[src/rtl/neuron_sched_pkg.sv]
// -----------------------------------------------------------------------------
// neuron_sched_pkg
//   Shared types and constants for the neuron event scheduler.
//   - sched_state_t   : scheduler FSM states
//   - SYN_GROUP_LOG2  : log2 of neurons covered by one synapse SRAM word
//   - evt_type_bit()  : position of the time-reference flag in an AER address
//   - syn_addr_width(): synapse SRAM word address width for a given M
// -----------------------------------------------------------------------------
package neuron_sched_pkg;

    typedef enum logic [1:0] {
        S_IDLE    = 2'd0,
        S_SYN_RD  = 2'd1,
        S_NEUR_RD = 2'd2,
        S_NEUR_WR = 2'd3
    } sched_state_t;

    // One synapse word holds the weights for 8 consecutive postsynaptic neurons.
    localparam int SYN_GROUP_LOG2 = 3;

    // The AER address is M+1 bits wide; its MSB flags a time-reference event.
    function automatic int evt_type_bit(input int m);
        return m;
    endfunction

    // Synapse word address = {pre[M-1:0], post[M-1:3]}.
    function automatic int syn_addr_width(input int m);
        return 2 * m - SYN_GROUP_LOG2;
    endfunction

endpackage

[src/rtl/neuron_scheduler_spike_fifo.sv]
// -----------------------------------------------------------------------------
// spike_fifo
//   Small synchronous FIFO holding indices of neurons that fired.
//   A push while full is accepted only if a pop happens in the same cycle.
//   Ports:
//     CLK, RST      clock, synchronous active-high reset
//     push, din     write request and data
//     pop           read request (ignored while empty)
//     dout          head entry (valid while !empty)
//     full, empty   status flags
//     count         number of stored entries (0..DEPTH)
// -----------------------------------------------------------------------------
module spike_fifo #(
    parameter  int W     = 8,
    parameter  int DEPTH = 4,
    localparam int AW    = $clog2(DEPTH),
    localparam int CW    = AW + 1
) (
    input  logic          CLK,
    input  logic          RST,
    input  logic          push,
    input  logic [W-1:0]  din,
    input  logic          pop,
    output logic [W-1:0]  dout,
    output logic          full,
    output logic          empty,
    output logic [CW-1:0] count
);

    logic [W-1:0]  mem [DEPTH];
    logic [AW-1:0] wr_ptr;
    logic [AW-1:0] rd_ptr;
    logic          do_push;
    logic          do_pop;

    assign empty   = (count == '0);
    assign full    = (count == CW'(DEPTH));
    assign do_pop  = pop && !empty;
    assign do_push = push && (!full || do_pop);
    assign dout    = mem[rd_ptr];

    // NOTE: sequential state is updated with non-blocking assignments so every
    // flop samples the pre-edge values regardless of statement order.
    always_ff @(posedge CLK) begin
        if (RST) begin
            wr_ptr <= '0;
            rd_ptr <= '0;
            count  <= '0;
        end else begin
            // DEPTH is a power of two, so the pointers wrap naturally.
            if (do_push) wr_ptr <= wr_ptr + AW'(1);
            if (do_pop)  rd_ptr <= rd_ptr + AW'(1);
            case ({do_push, do_pop})
                2'b10:   count <= count + CW'(1);
                2'b01:   count <= count - CW'(1);
                default: ;
            endcase
        end
    end

    // NOTE: storage is deliberately not reset; the pointers and count define
    // which entries are meaningful, and an un-reset array maps onto plain RAM.
    always_ff @(posedge CLK) begin
        if (do_push) mem[wr_ptr] <= din;
    end

endmodule

[src/rtl/neuron_scheduler.sv]
// -----------------------------------------------------------------------------
// neuron_scheduler
//   Event scheduler and bus arbiter for the time-multiplexed LIF neuron core.
//   Accepts one AER event at a time, walks all N neurons through a read/write
//   pair on the neuron core (preceded by a synapse SRAM read every 8 neurons
//   for synaptic events), and keeps OBI requests off the neuron SRAM while an
//   event is in flight. Neurons that fire are queued and replayed as AER out.
//   Ports:
//     CLK, RST                    clock, synchronous active-high reset
//     aer_valid_i/addr_i/ready_o  input event handshake; addr[M]=1 is a
//                                 time-reference (leak) event
//     bus_req_i / bus_req_o       raw and gated OBI request
//     synarray_cs_o/addr_o        synapse SRAM read port
//     neuron_event_o/write_o/
//     neuron_tref_o/idx_o/count_o neuron core control and target index
//     neuron_spike_i              fire flag from the core during writes
//     aer_out_valid_o/addr_o/
//     aer_out_ready_i             output spike stream
//     busy_o                      high while an event is being processed
// -----------------------------------------------------------------------------
module neuron_scheduler
    import neuron_sched_pkg::*;
#(
    parameter int N          = 256,
    parameter int M          = 8,
    parameter int FIFO_DEPTH = 4
) (
    input  logic                         CLK,
    input  logic                         RST,
    input  logic                         aer_valid_i,
    input  logic [M:0]                   aer_addr_i,
    output logic                         aer_ready_o,
    input  logic                         bus_req_i,
    output logic                         bus_req_o,
    output logic                         synarray_cs_o,
    output logic [syn_addr_width(M)-1:0] synarray_addr_o,
    output logic                         neuron_event_o,
    output logic                         neuron_write_o,
    output logic                         neuron_tref_o,
    output logic [M-1:0]                 neuron_idx_o,
    output logic [M-1:0]                 count_o,
    input  logic                         neuron_spike_i,
    output logic                         aer_out_valid_o,
    output logic [M-1:0]                 aer_out_addr_o,
    input  logic                         aer_out_ready_i,
    output logic                         busy_o
);

    localparam int TREF_BIT = evt_type_bit(M);
    localparam int CNT_W    = $clog2(FIFO_DEPTH) + 1;

    sched_state_t     state;
    sched_state_t     next_state;

    logic             last_bus;   // previous IDLE grant went to the bus
    logic             evt_tref;   // latched event type of the current event
    logic [M-1:0]     pre;        // latched presynaptic index
    logic [M-1:0]     idx;        // current postsynaptic neuron

    logic             in_idle;
    logic             grant_bus;
    logic             grant_evt;
    logic             idx_last;
    logic             group_end;
    logic             fifo_room;

    logic             fifo_push;
    logic             fifo_pop;
    logic             fifo_full;
    logic             fifo_empty;
    logic [CNT_W-1:0] fifo_count;

    // IDLE arbitration: a lone requester wins; on a tie the bus wins unless it
    // also won the previous decision, which alternates the two under load.
    assign in_idle   = (state == S_IDLE);
    assign grant_bus = in_idle && bus_req_i && !(aer_valid_i && last_bus);
    assign grant_evt = in_idle && aer_valid_i && !(bus_req_i && !last_bus);

    assign idx_last  = (idx == M'(N - 1));
    assign group_end = (idx[SYN_GROUP_LOG2-1:0] == '1);

    // A read may start only if the following write can push a spike. No push
    // happens between this check and that write, so the slot stays free.
    assign fifo_room = (fifo_count < CNT_W'(FIFO_DEPTH));

    // ---------------------------------------------------------------- state reg
    always_ff @(posedge CLK) begin
        if (RST) state <= S_IDLE;
        else     state <= next_state;
    end

    // ---------------------------------------------------------- next-state logic
    // NOTE: every combinational output gets a default before the case so no
    // path leaves it unassigned, which would otherwise infer a latch.
    always_comb begin
        next_state = state;
        unique case (state)
            S_IDLE: begin
                if (grant_evt)
                    next_state = aer_addr_i[TREF_BIT] ? S_NEUR_RD : S_SYN_RD;
            end
            S_SYN_RD: begin
                next_state = S_NEUR_RD;
            end
            S_NEUR_RD: begin
                if (fifo_room) next_state = S_NEUR_WR;
            end
            S_NEUR_WR: begin
                if (idx_last)
                    next_state = S_IDLE;
                else if (!evt_tref && group_end)
                    next_state = S_SYN_RD;   // next neuron needs a new synapse word
                else
                    next_state = S_NEUR_RD;
            end
            default: next_state = S_IDLE;
        endcase
    end

    // --------------------------------------------------------------- outputs
    always_comb begin
        synarray_cs_o   = 1'b0;
        synarray_addr_o = '0;
        neuron_event_o  = 1'b0;
        neuron_write_o  = 1'b0;
        unique case (state)
            S_SYN_RD: begin
                synarray_cs_o   = 1'b1;
                synarray_addr_o = {pre, idx[M-1:SYN_GROUP_LOG2]};
            end
            S_NEUR_RD: begin
                neuron_event_o = fifo_room;   // stall cycles keep all strobes low
            end
            S_NEUR_WR: begin
                neuron_event_o = 1'b1;
                neuron_write_o = 1'b1;
            end
            default: ;
        endcase
        neuron_tref_o = neuron_event_o && evt_tref;
    end

    assign aer_ready_o  = grant_evt;
    assign bus_req_o    = grant_bus;
    assign busy_o       = !in_idle;
    assign neuron_idx_o = idx;
    assign count_o      = idx;

    // -------------------------------------------------------------- datapath
    always_ff @(posedge CLK) begin
        if (RST) begin
            last_bus <= 1'b0;
            evt_tref <= 1'b0;
            pre      <= '0;
            idx      <= '0;
        end else begin
            if (grant_bus) last_bus <= 1'b1;
            if (grant_evt) begin
                last_bus <= 1'b0;
                evt_tref <= aer_addr_i[TREF_BIT];
                pre      <= aer_addr_i[M-1:0];
                idx      <= '0;
            end
            if (state == S_NEUR_WR && !idx_last) idx <= idx + M'(1);
        end
    end

    // ------------------------------------------------------- output spike FIFO
    assign fifo_push       = (state == S_NEUR_WR) && neuron_spike_i && !fifo_full;
    assign aer_out_valid_o = !fifo_empty;
    assign fifo_pop        = aer_out_valid_o && aer_out_ready_i;

    spike_fifo #(
        .W     (M),
        .DEPTH (FIFO_DEPTH)
    ) u_spike_fifo (
        .CLK   (CLK),
        .RST   (RST),
        .push  (fifo_push),
        .din   (idx),
        .pop   (fifo_pop),
        .dout  (aer_out_addr_o),
        .full  (fifo_full),
        .empty (fifo_empty),
        .count (fifo_count)
    );

endmodule

[config.mk]
export PLATFORM = sky130hd
export DESIGN_NAME = neuron_scheduler
export DESIGN_NICKNAME = d
export VERILOG_FILES = /design/src/rtl/neuron_sched_pkg.sv /design/src/rtl/neuron_scheduler_spike_fifo.sv /design/src/rtl/neuron_scheduler.sv
export SDC_FILE = /design/constraint.sdc
export NUM_CORES = 1
export LEC_CHECK = 0
export CORE_MARGIN = 2
export CORE_UTILIZATION = 40
export CTS_CLUSTER_DIAMETER = 100
export DETAILED_ROUTE_END_ITERATION = 8
export PLACE_DENSITY = 0.68
export SLEW_MARGIN = 20
export SYNTH_ARGS = -nofsm -noshare
export SYNTH_HDL_FRONTEND = slang
export SYNTH_SLANG_ARGS = --single-unit
[constraint.sdc]
create_clock -name CLK -period 1.85 [get_ports CLK]
set_input_delay 0.555 -clock CLK [delete_from_list [all_inputs] [get_ports CLK]]
set_output_delay 0.555 -clock CLK [all_outputs]
set_load 0.02 [all_outputs]
==> results of run 1 <==
[Yosys cell counts, types with 2 or more instances]
| cell | count | share of area, % |
|---|---|---|
| nand2b_1 | 2 | 0.46 |
| buf_4 | 10 | 2.7 |
| o211ai_1 | 3 | 0.82 |
| nor2_1 | 11 | 1.5 |
| ha_1 | 7 | 3.2 |
| xor2_1 | 3 | 0.96 |
| nand3_1 | 5 | 0.91 |
| nor3b_1 | 2 | 0.55 |
| nor3_1 | 3 | 0.55 |
| and3_1 | 13 | 3.0 |
| nand2_1 | 25 | 3.4 |
| buf_1 | 2 | 0.27 |
| dfxtp_1 | 29 | 21 |
| and2_1 | 5 | 1.1 |
| nor2b_1 | 2 | 0.46 |
| nand3_2 | 3 | 1.1 |
| clkbuf_1 | 5 | 0.68 |
| buf_2 | 2 | 0.36 |
| nand4_1 | 2 | 0.46 |
| inv_1 | 10 | 1.4 |
| xnor2_1 | 2 | 0.64 |
| a21oi_1 | 20 | 3.6 |
| or3_1 | 5 | 1.1 |
| edfxtp_1 | 32 | 35 |
| mux2_1 | 2 | 0.82 |
| mux4_2 | 8 | 6.6 |
| o21ai_0 | 4 | 0.73 |
[metal layers]
metal	wire [um]	track usage, %	vias up
met3	382	7.39	10
met4	107	6.25	0
met5	0	0	-
met1	2400	18.6	987
li1	-	-	1040
met2	3120	30.0	58
[worst max-delay path, stage by stage, from the launching register on]
cell,delay (ns)
dfxtp_2,0.34
buf_12,0.14
mux4_2,0.52
buf_6,0.15
[stage by stage]
| stage | hold slack [ns] | total power, mW | std cells | setup TNS [ns] | cell area (um^2) |
|---|---|---|---|---|---|
| finish | 0.457 | 3.13 | 419 | -1.56 | 4080 |
| global route | 0.482 | 3.26 | 419 | -2.67 | 4080 |
| CTS | 0.452 | 3.12 | 417 | -2.56 | 3910 |
| detailed placement | 0.442 | 1.80 | 395 | -11.96 | 3670 |
| global placement | 0.438 | 1.79 | 395 | -11.26 | 3670 |
| floorplan | 0.432 | 1.64 | 233 | -0.0767 | 2750 |
[power by group]
group          leakage, nW  switching, mW  internal, mW
Combinational         1.01          0.185         0.191
Clock                0.110          0.537         0.764
Sequential           0.529         0.0178          1.44
Total                 1.65          0.739          2.39
[registers in the layout (all words and copies together) (netlist names), named ones only]
signal and count:
u_spike_fifo.rd_ptr 2, state 2, u_spike_fifo.mem 32, evt_tref 1, last_bus 1, u_spike_fifo.wr_ptr 2, u_spike_fifo.count 3, count_o 8
pre 8
[logic make-up (layout without fill, tap and decap cells)]
family / Yosys count / count (layout) / share of synthesized area [%]
AND/OR/NAND/NOR: 82 / 82 / 16.0
flip-flops: 61 / 61 / 56.1
AO/OA/AOI/OAI: 36 / 36 / 8.84
buffers and inverters: 30 / 136 / 5.74
multiplexers: 11 / 11 / 7.74
adder cells (fa/ha/maj): 8 / 8 / 3.92
XOR/XNOR: 5 / 5 / 1.59
[timing repair]
item	4_1_cts	5_1_grt
setup buffers	6	2
setup endpoints to repair	47	28
gates resized for setup	184	42
cloned	0	0
pin swaps	8	14
[layout make-up]
cell class	count	area, um^2
well taps	80	100
fillers	550	2640
multi-input cells	142	1150
flip-flops and latches	61	1550
inverters	11	51.3
repair buffers	109	1010
clock buffers	9	124
clock inverters	7	98.8
[how the worst max path moves through the flow]
stage	from	endpoint	slack (ns)	cells after the start
2_1_floorplan	neuron_spike_i	u_spike_fifo.count[2]	-0.05	9
3_3_place_gp	bus_req_i	aer_ready_o	-0.59	5
3_5_place_dp	bus_req_i	aer_ready_o	-0.62	5
4_1_cts	flip-flop	aer_out_addr_o[2]	-0.23	3
5_1_grt	flip-flop	aer_out_addr_o[2]	-0.25	3
6_report	flip-flop	aer_out_addr_o[2]	-0.20	3
==> results.py, run 1 <==
metrics = {
    "outcome": {
        "status": "finished, violations left",
        "violations": "negative setup slack",
    },
    "layout": {
        "final_nets": 357,
        "syn_to_final_growth_pct": 48.7,
        "diodes": 0,
        "final_layout_size_suffix_gt1_share_pct": 41.3,
        "final_common_cell": "buf_4",
        "final_core_util_pct": 60.8,
        "final_cell_mix": "42 x buf_4, 32 x edfxtp_1, 31 x buf_6",
    },
    "synth": {
        "syn_avg_cell_area_um2": 11.8,
        "seq_area_frac_synth_pct": 56.1,
        "synth-warning-count": 0,
        "synth_async_sr_flop_share_pct": 0,
        "syn_area_mm2": 0.00275,
        "yosysUniqueCellTypes": 43,
        "synth_edf_count": 32,
        "syn-num-nets": 256,
        "synth_ff_type": "edfxtp_1",
        "synth-seq-cells": 61,
        "syn_inst": 233,
    },
    "power_and_ir_drop": {
        "vdd_drop_max_uv": 603,
        "p_leak_nw": 1.65,
        "p_per_area_mw_per_mm2": 767,
    },
    "clocking": {
        "cts_tree": "yes",
        "max-clock-path-buffers": 2,
        "clk_pin_slew_ns": 0.07,
        "cts-root-buf": "clkbuf_8",
        "cts.sinks": 61,
        "numCtsBuffers": 9,
        "htree_levels": 3,
        "cts_hold_repair.buffers": 0,
        "clkLatencyLatePin_ns": 0.34,
    },
    "timing": {
        "grt_setup_unrepaired": "yes",
        "period_share_pct": 111,
        "slew_headroom_pct": 69.0,
        "max_freq_ghz": 0.488,
        "setup_violations": 11,
        "max_slew.worst_pin.slew_ns": 0.460,
        "setup_slack_ns": -0.200,
        "finalMaxSlewViolations": 0,
        "hold_viol_final": 0,
        "finClkSkew_ns": 0.00661,
        "fin_crit_ns": 2.05,
    },
    "critical_path": {
        "critPathKind": "flip-flop to primary output",
        "worstRegToRegCells": 7,
        "start_kind": "flip-flop",
        "arrival_ns": 1.49,
        "r2r_end": "u_spike_fifo.count[2]",
        "r2r_slack_ns": 0.01,
        "crit-reg2reg-launch": "u_spike_fifo.count[2]",
        "required_ns": 1.29,
        "cp-end-kind": "primary output",
        "cp_max_fo": 8,
    },
    "global_routing": {
        "grt_overflow_total": 0,
        "grt_pass1_vias": 2131,
        "antenna_found_initial": 0,
        "grt_start_max_net_pins": 16,
        "track_usage_pct": 17.2,
        "grt_pass1_wl_um": 9830,
    },
    "detailed_routing": {
        "drt_wl_total_um": 6010,
        "firstDrtPassIters": 4,
        "routedWlPerCell_um": 14.3,
        "vias": 2095,
        "final_antenna_net_count": 0,
        "drc": 0,
        "drt_iter0_drc": 66,
        "via_per_inst": 5.00,
    },
    "placed_design": {
        "pre_cts_ws_ns": -0.622,
        "hpwlAfterDp_um": 4250,
        "routabilityCongestion": 0.763,
        "io_buffers": 59,
    },
    "job": {
        "max_cap_viol_count": 0,
    },
    "floorplanning": {
        "ioPinCount": 60,
        "rows": 30,
        "initial_core_util_pct": 40.9,
        "core_mm2": 0.00672,
        "die-area_mm2": 0.00754,
        "die_w_um": 86.9,
        "die_h_um": 86.9,
    },
    "hold_path": {
        "worstHoldStart": "pre[6]",
        "hold_end": "pre[6]",
        "hold_class": "flip-flop to flip-flop",
        "min_path_cells": 2,
    },
}
Note: power is estimated with default switching activity, not from simulation.
==> inputs of run 2 (changes only) <==
- GPL_TIMING_DRIVEN: default -> 0
- PLACE_DENSITY: 0.68 -> 0.65
- SYNTH_HIERARCHICAL: default -> 1
- clock period: 1.85 -> 2.19 ns (I/O delays scaled with it)
==> run 2 against run 1 <==
The run still ends with negative setup slack left. Critical path depth grew 1. Flip-flop and latch count is the same. Clock skew shrank 0.0012 ns. Synthesized cell count grew 2.6%. First-iteration DRC count grew 9.1%. Die area grew 2.7%. Utilization shrank 2.3 points. Power shrank 22%. Routed wire length grew 0.20%.
==> results.py, run 2 <==
metrics = {
    "synth": {
        "syn-num-nets": 261,
        "synth_edf_count": 32,
        "synth_ff_type": "edfxtp_1",
        "synth-warning-count": 6,
        "synth_async_sr_flop_share_pct": 0,
        "synth_largest_area_cell": "edfxtp_1",
        "synth-seq-cells": 61,
        "syn_inst": 239,
        "syn_area_mm2": 0.00282,
        "yosys-top-cells-area": "edfxtp_1 34%, dfxtp_1 21%, mux4_2 6.4%",
        "synth_top_area_share_pct": 34.0,
        "yosysUniqueCellTypes": 54,
        "syn_avg_cell_area_um2": 11.8,
        "synthTopCellsByCount": "32 x edfxtp_1, 29 x dfxtp_1, 23 x nand2_1",
        "yosysMostFrequentCell": "edfxtp_1",
        "seq_area_frac_synth_pct": 54.6,
    },
    "power_and_ir_drop": {
        "p_total_mw": 2.45,
        "p_leak_nw": 1.57,
        "vdd_drop_max_uv": 342,
        "p_per_area_mw_per_mm2": 615,
    },
    "timing": {
        "hold_viol_final": 0,
        "max_slew.worst_pin.slew_ns": 0.498,
        "final.setup.tns_ns": -0.0136,
        "period_share_pct": 101,
        "grt_setup_unrepaired": "yes",
        "finalMaxSlewViolations": 0,
        "fin_crit_ns": 2.20,
        "finClkSkew_ns": 0.00540,
        "max_freq_ghz": 0.454,
        "setup_violations": 1,
        "slew_headroom_pct": 66.8,
        "setup_slack_ns": -0.0136,
    },
    "detailed_routing": {
        "vias": 2060,
        "routedWlPerCell_um": 14.3,
        "via_per_inst": 4.89,
        "drc": 0,
        "drt_iter0_drc": 72,
        "final_antenna_net_count": 0,
        "firstDrtPassIters": 4,
        "drt_wl_total_um": 6020,
    },
    "layout": {
        "largest_register_ffs": 32,
        "instances_no_fill": 421,
        "multi_input_area_mm2": 0.00122,
        "syn_to_final_growth_pct": 41.4,
        "final_nets": 343,
        "final_layout_size_suffix_gt1_share_pct": 32.6,
        "fillerInstances": 588,
        "diodes": 0,
        "regMostFlops": "u_spike_fifo/mem",
        "seqCellArea_mm2": 0.00158,
        "final_common_cell": "edfxtp_1",
        "final_cell_mix": "32 x edfxtp_1, 24 x clkdlybuf4s50_1, 23 x nand2_1",
    },
    "clocking": {
        "htree_levels": 3,
        "clkLatencyLatePin_ns": 0.33,
        "clk_pin_slew_ns": 0.07,
        "max-clock-path-buffers": 2,
        "cts_hold_repair.buffers": 0,
        "cts-root-buf": "clkbuf_8",
        "cts_tree": "yes",
        "numCtsBuffers": 9,
        "cts.sinks": 61,
    },
    "floorplanning": {
        "die-area_mm2": 0.00775,
        "initial_core_util_pct": 41.3,
        "rows": 30,
        "die_h_um": 88.0,
        "die_w_um": 88.0,
        "core_mm2": 0.00683,
        "ioPinCount": 60,
    },
    "global_routing": {
        "grt_start_max_net_pins": 14,
        "grt_pass1_wl_um": 9670,
        "grt_overflow_total": 0,
        "track_usage_pct": 16.5,
        "antenna_found_initial": 0,
        "grt_pass1_vias": 1945,
    },
    "critical_path": {
        "critPathKind": "flip-flop to primary output",
        "arrival_ns": 1.55,
        "cp_max_fo": 8,
        "r2r_slack_ns": 0.12,
        "start_kind": "flip-flop",
        "cp-end-kind": "primary output",
        "required_ns": 1.53,
    },
    "placed_design": {
        "hpwlAfterDp_um": 3980,
        "io_buffers": 59,
        "routabilityCongestion": 0.778,
        "dp_cells": 394,
    },
    "hold_path": {
        "hold_class": "flip-flop to flip-flop",
    },
    "outcome": {
        "status": "finished, violations left",
        "violations": "negative setup slack",
    },
    "job": {
        "max_cap_viol_count": 0,
    },
}
[run 2: worst max-delay path: stages, from the launching register on]
cell	delay [ns]
dfxtp_2	0.32
buf_6	0.12
buf_4	0.12
mux4_2	0.51
buf_6	0.15
[run 2: metal layers]
metal  global-route usage [%]  vias up  part of all wire [%]  wire [um]
li1                         -     1022                     -          -
met1                     20.6      985                    45       2680
met2                     27.8       49                    51       3050
met3                     5.56        4                   4.0        240
met4                     4.13        0                  0.80         48
met5                        0        -                     0          0
[run 2: cell type report]
| type | instances | area share, % |
|---|---|---|
| Tap cell | 96 | 3.01 |
| Inverter | 11 | 1.13 |
| Sequential cell | 61 | 39.6 |
| Timing Repair Buffer | 73 | 17.6 |
| Buffer | 16 | 3.04 |
| Clock inverter | 6 | 1.97 |
| Multi-Input combinational cell | 149 | 30.5 |
| Clock buffer | 9 | 3.10 |
[run 2: through the flow]
| step | hold WS, ns | util, % | cell area [um^2] | setup slack, ns |
|---|---|---|---|---|
| after floorplan | 0.432 | - | 2840 | -0.0756 |
| after global placement | 0.438 | 52.0 | 3550 | -0.842 |
| after detailed placement | 0.444 | 52.0 | 3550 | -0.841 |
| after CTS | 0.453 | 56.4 | 3850 | -0.0850 |
| after global routing | 0.472 | 58.4 | 3990 | -0.0653 |
| final | 0.449 | 58.4 | 3990 | -0.0136 |
[run 2: final timing paths]
path	startpoint	endpoint	depth (start not counted)
max reg2reg	u_spike_fifo/count[2]	u_spike_fifo/count[2]	8
min reg2reg	pre[3]	pre[3]	2
max	flip-flop	aer_out_addr_o[7]	4
min	pre[3]	pre[3]	2
[run 2: cell families (layout without fill, tap and decap cells)]
logic type / count (synthesis) / in the layout / share of synthesized area, %
multiplexers: 11 / 11 / 7.49
AO/OA/AOI/OAI: 37 / 37 / 9.22
XOR/XNOR: 6 / 6 / 1.86
flip-flops: 61 / 61 / 54.6
adder cells (fa/ha/maj): 7 / 7 / 3.37
AND/OR/NAND/NOR: 88 / 88 / 17.9
buffers and inverters: 29 / 115 / 5.54
[run 2: repair_timing]
| action | 4_1_cts | 5_1_grt |
|---|---|---|
| buffers inserted | 8 | 6 |
| gates resized for setup | 115 | 31 |
| setup endpoints to repair | 79 | 35 |
| pin swaps | 3 | 0 |
| gates cloned | 0 | 0 |
[run 2: report_power, final]
group,internal [mW],switching [mW]
sequential,1.20,0.0198
clock,0.622,0.408
combinational,0.0952,0.106
==> inputs of run 3 (changes only) <==
- CORE_UTILIZATION: 40 -> 45
- PLACE_DENSITY: 0.65 -> 0.72
- REMOVE_ABC_BUFFERS: default -> 1
==> run 3 against run 2 <==
The run still ends with negative setup slack left. Global-route usage up 1.3 points. Clock power increased by 17%. Final cell count is 6.2% lower. Non-clock buffer count fell by 7. Power rose by 6.9%. Combinational power down 3%. Sequential power about the same. Critical path type unchanged. Largest power group unchanged. Highest routed layer unchanged.
==> results.py, run 3 (synthesis results as in run 2) <==
metrics = {
    "floorplanning": {
        "die_h_um": 83.2,
        "rows": 28,
        "ioPinCount": 60,
        "die-area_mm2": 0.00692,
        "core_mm2": 0.00599,
        "initial_core_util_pct": 47.1,
        "die_w_um": 83.2,
    },
    "layout": {
        "syn_to_final_growth_pct": 37.6,
        "instances_no_fill": 395,
        "design_area_mm2": 0.00388,
        "final_nets": 337,
        "final_common_cell": "edfxtp_1",
        "fillerInstances": 478,
        "regMostFlops": "u_spike_fifo/mem",
        "diodes": 0,
        "final_cell_mix": "32 x edfxtp_1, 24 x clkdlybuf4s50_1, 23 x nand2_1, 23 x buf_4",
        "seqCellArea_mm2": 0.00158,
        "largest_register_ffs": 32,
        "final_layout_size_suffix_gt1_share_pct": 31.6,
        "multi_input_area_mm2": 0.00121,
        "final_core_util_pct": 64.8,
    },
    "timing": {
        "finalMaxSlewViolations": 0,
        "finClkSkew_ns": 0.00515,
        "hold_ws_ns": 0.455,
        "max_freq_ghz": 0.455,
        "setup_slack_ns": -0.00587,
        "grt_setup_unrepaired": "yes",
        "max_slew.worst_pin.slew_ns": 0.559,
        "period_share_pct": 100,
        "fin_crit_ns": 2.20,
        "slew_headroom_pct": 62.7,
        "setup_violations": 1,
        "hold_viol_final": 0,
    },
    "global_routing": {
        "grt_overflow_total": 0,
        "track_usage_pct": 17.8,
        "grt_start_max_net_pins": 32,
        "grt_pass1_vias": 1936,
        "grt_pass1_wl_um": 9670,
        "antenna_found_initial": 0,
    },
    "power_and_ir_drop": {
        "p_per_area_mw_per_mm2": 675,
        "vdd_drop_max_uv": 375,
        "p_leak_nw": 1.55,
    },
    "clocking": {
        "cts-root-buf": "clkbuf_8",
        "clk_pin_slew_ns": 0.07,
        "clkLatencyLatePin_ns": 0.34,
        "max-clock-path-buffers": 2,
        "cts_hold_repair.buffers": 0,
        "cts_tree": "yes",
        "numCtsBuffers": 9,
        "htree_levels": 3,
        "cts.sinks": 61,
    },
    "critical_path": {
        "r2r_end": "u_spike_fifo/count[2]",
        "start_kind": "flip-flop",
        "crit-reg2reg-launch": "u_spike_fifo/count[2]",
        "worstRegToRegCells": 8,
        "r2r_slack_ns": 0.07,
        "critPathKind": "flip-flop to primary output",
        "crit_path_end": "aer_out_addr_o[1]",
        "arrival_ns": 1.54,
        "required_ns": 1.53,
        "cp-end-kind": "primary output",
        "cp_max_fo": 8,
    },
    "detailed_routing": {
        "routedWlPerCell_um": 15.1,
        "vias": 2050,
        "drc": 0,
        "final_antenna_net_count": 0,
        "via_per_inst": 5.19,
        "drt_iter0_drc": 96,
        "drt_wl_total_um": 5950,
        "firstDrtPassIters": 4,
    },
    "placed_design": {
        "post_dp_cell_area_mm2": 0.00339,
        "io_buffers": 59,
        "hpwlAfterDp_um": 3640,
        "routabilityCongestion": 0.736,
        "dp_cells": 355,
    },
    "outcome": {
        "status": "finished, violations left",
        "violations": "negative setup slack",
    },
    "job": {
        "max_cap_viol_count": 0,
    },
    "hold_path": {
        "hold_class": "flip-flop to flip-flop",
    },
}
==> run 3: routing by layer <==
metal,part of all wire (%),wire [um],GRT usage [%]
met1,45,2690,22.9
met2,48,2860,27.7
met3,5.3,314,4.77
met4,1.4,83,8.64
met5,0,0,0
==> run 3: area by class of cell <==
cell class | instances | area share (%)
flip-flops and latches | 61 | 40.5
clock inverters | 6 | 2.87
well taps | 75 | 2.42
multi-input cells | 150 | 31.1
inverters | 11 | 1.19
clock buffers | 10 | 3.29
repair buffers | 82 | 18.6
==> run 3: stage by stage <==
step | setup WS, ns | total power [mW] | TNS [ns]
after global routing | -0.0448 | 2.73 | -0.275
after detailed placement | -1.10 | 1.43 | -46.03
final | -0.00587 | 2.62 | -0.00587
after floorplan | -0.328 | 1.35 | -1.93
after global placement | -1.14 | 1.43 | -42.19
after CTS | -0.126 | 2.65 | -0.280
==> run 3: worst min path at each step <==
stage / end / depth (start not counted) / from
4_1_cts: pre[2] / 2 / pre[2]
6_report: pre[2] / 2 / pre[2]
2_1_floorplan: pre[0] / 2 / pre[0]
3_5_place_dp: pre[1] / 2 / pre[1]
5_1_grt: pre[6] / 2 / pre[6]
3_3_place_gp: pre[1] / 2 / pre[1]
==> run 3: critical path: stages, from the launching register on <==
cell and delay [ns]:
dfxtp_4 0.41, buf_4 0.13, mux4_2 0.49, buf_2 0.18
==> run 3: repair_timing <==
item,in CTS,in global routing
pin swaps,3,0
setup buffers,20,3
setup endpoints to repair,80,16
hold endpoints to repair,0,0
cloned,1,0
resized for setup,103,24
==> run 3: where the power goes <==
group	switching, mW	internal, mW	total [mW]
registers	0.0238	1.21	1.23
logic	0.105	0.0889	0.194
clock network	0.442	0.756	1.20
total	0.571	2.05	2.62
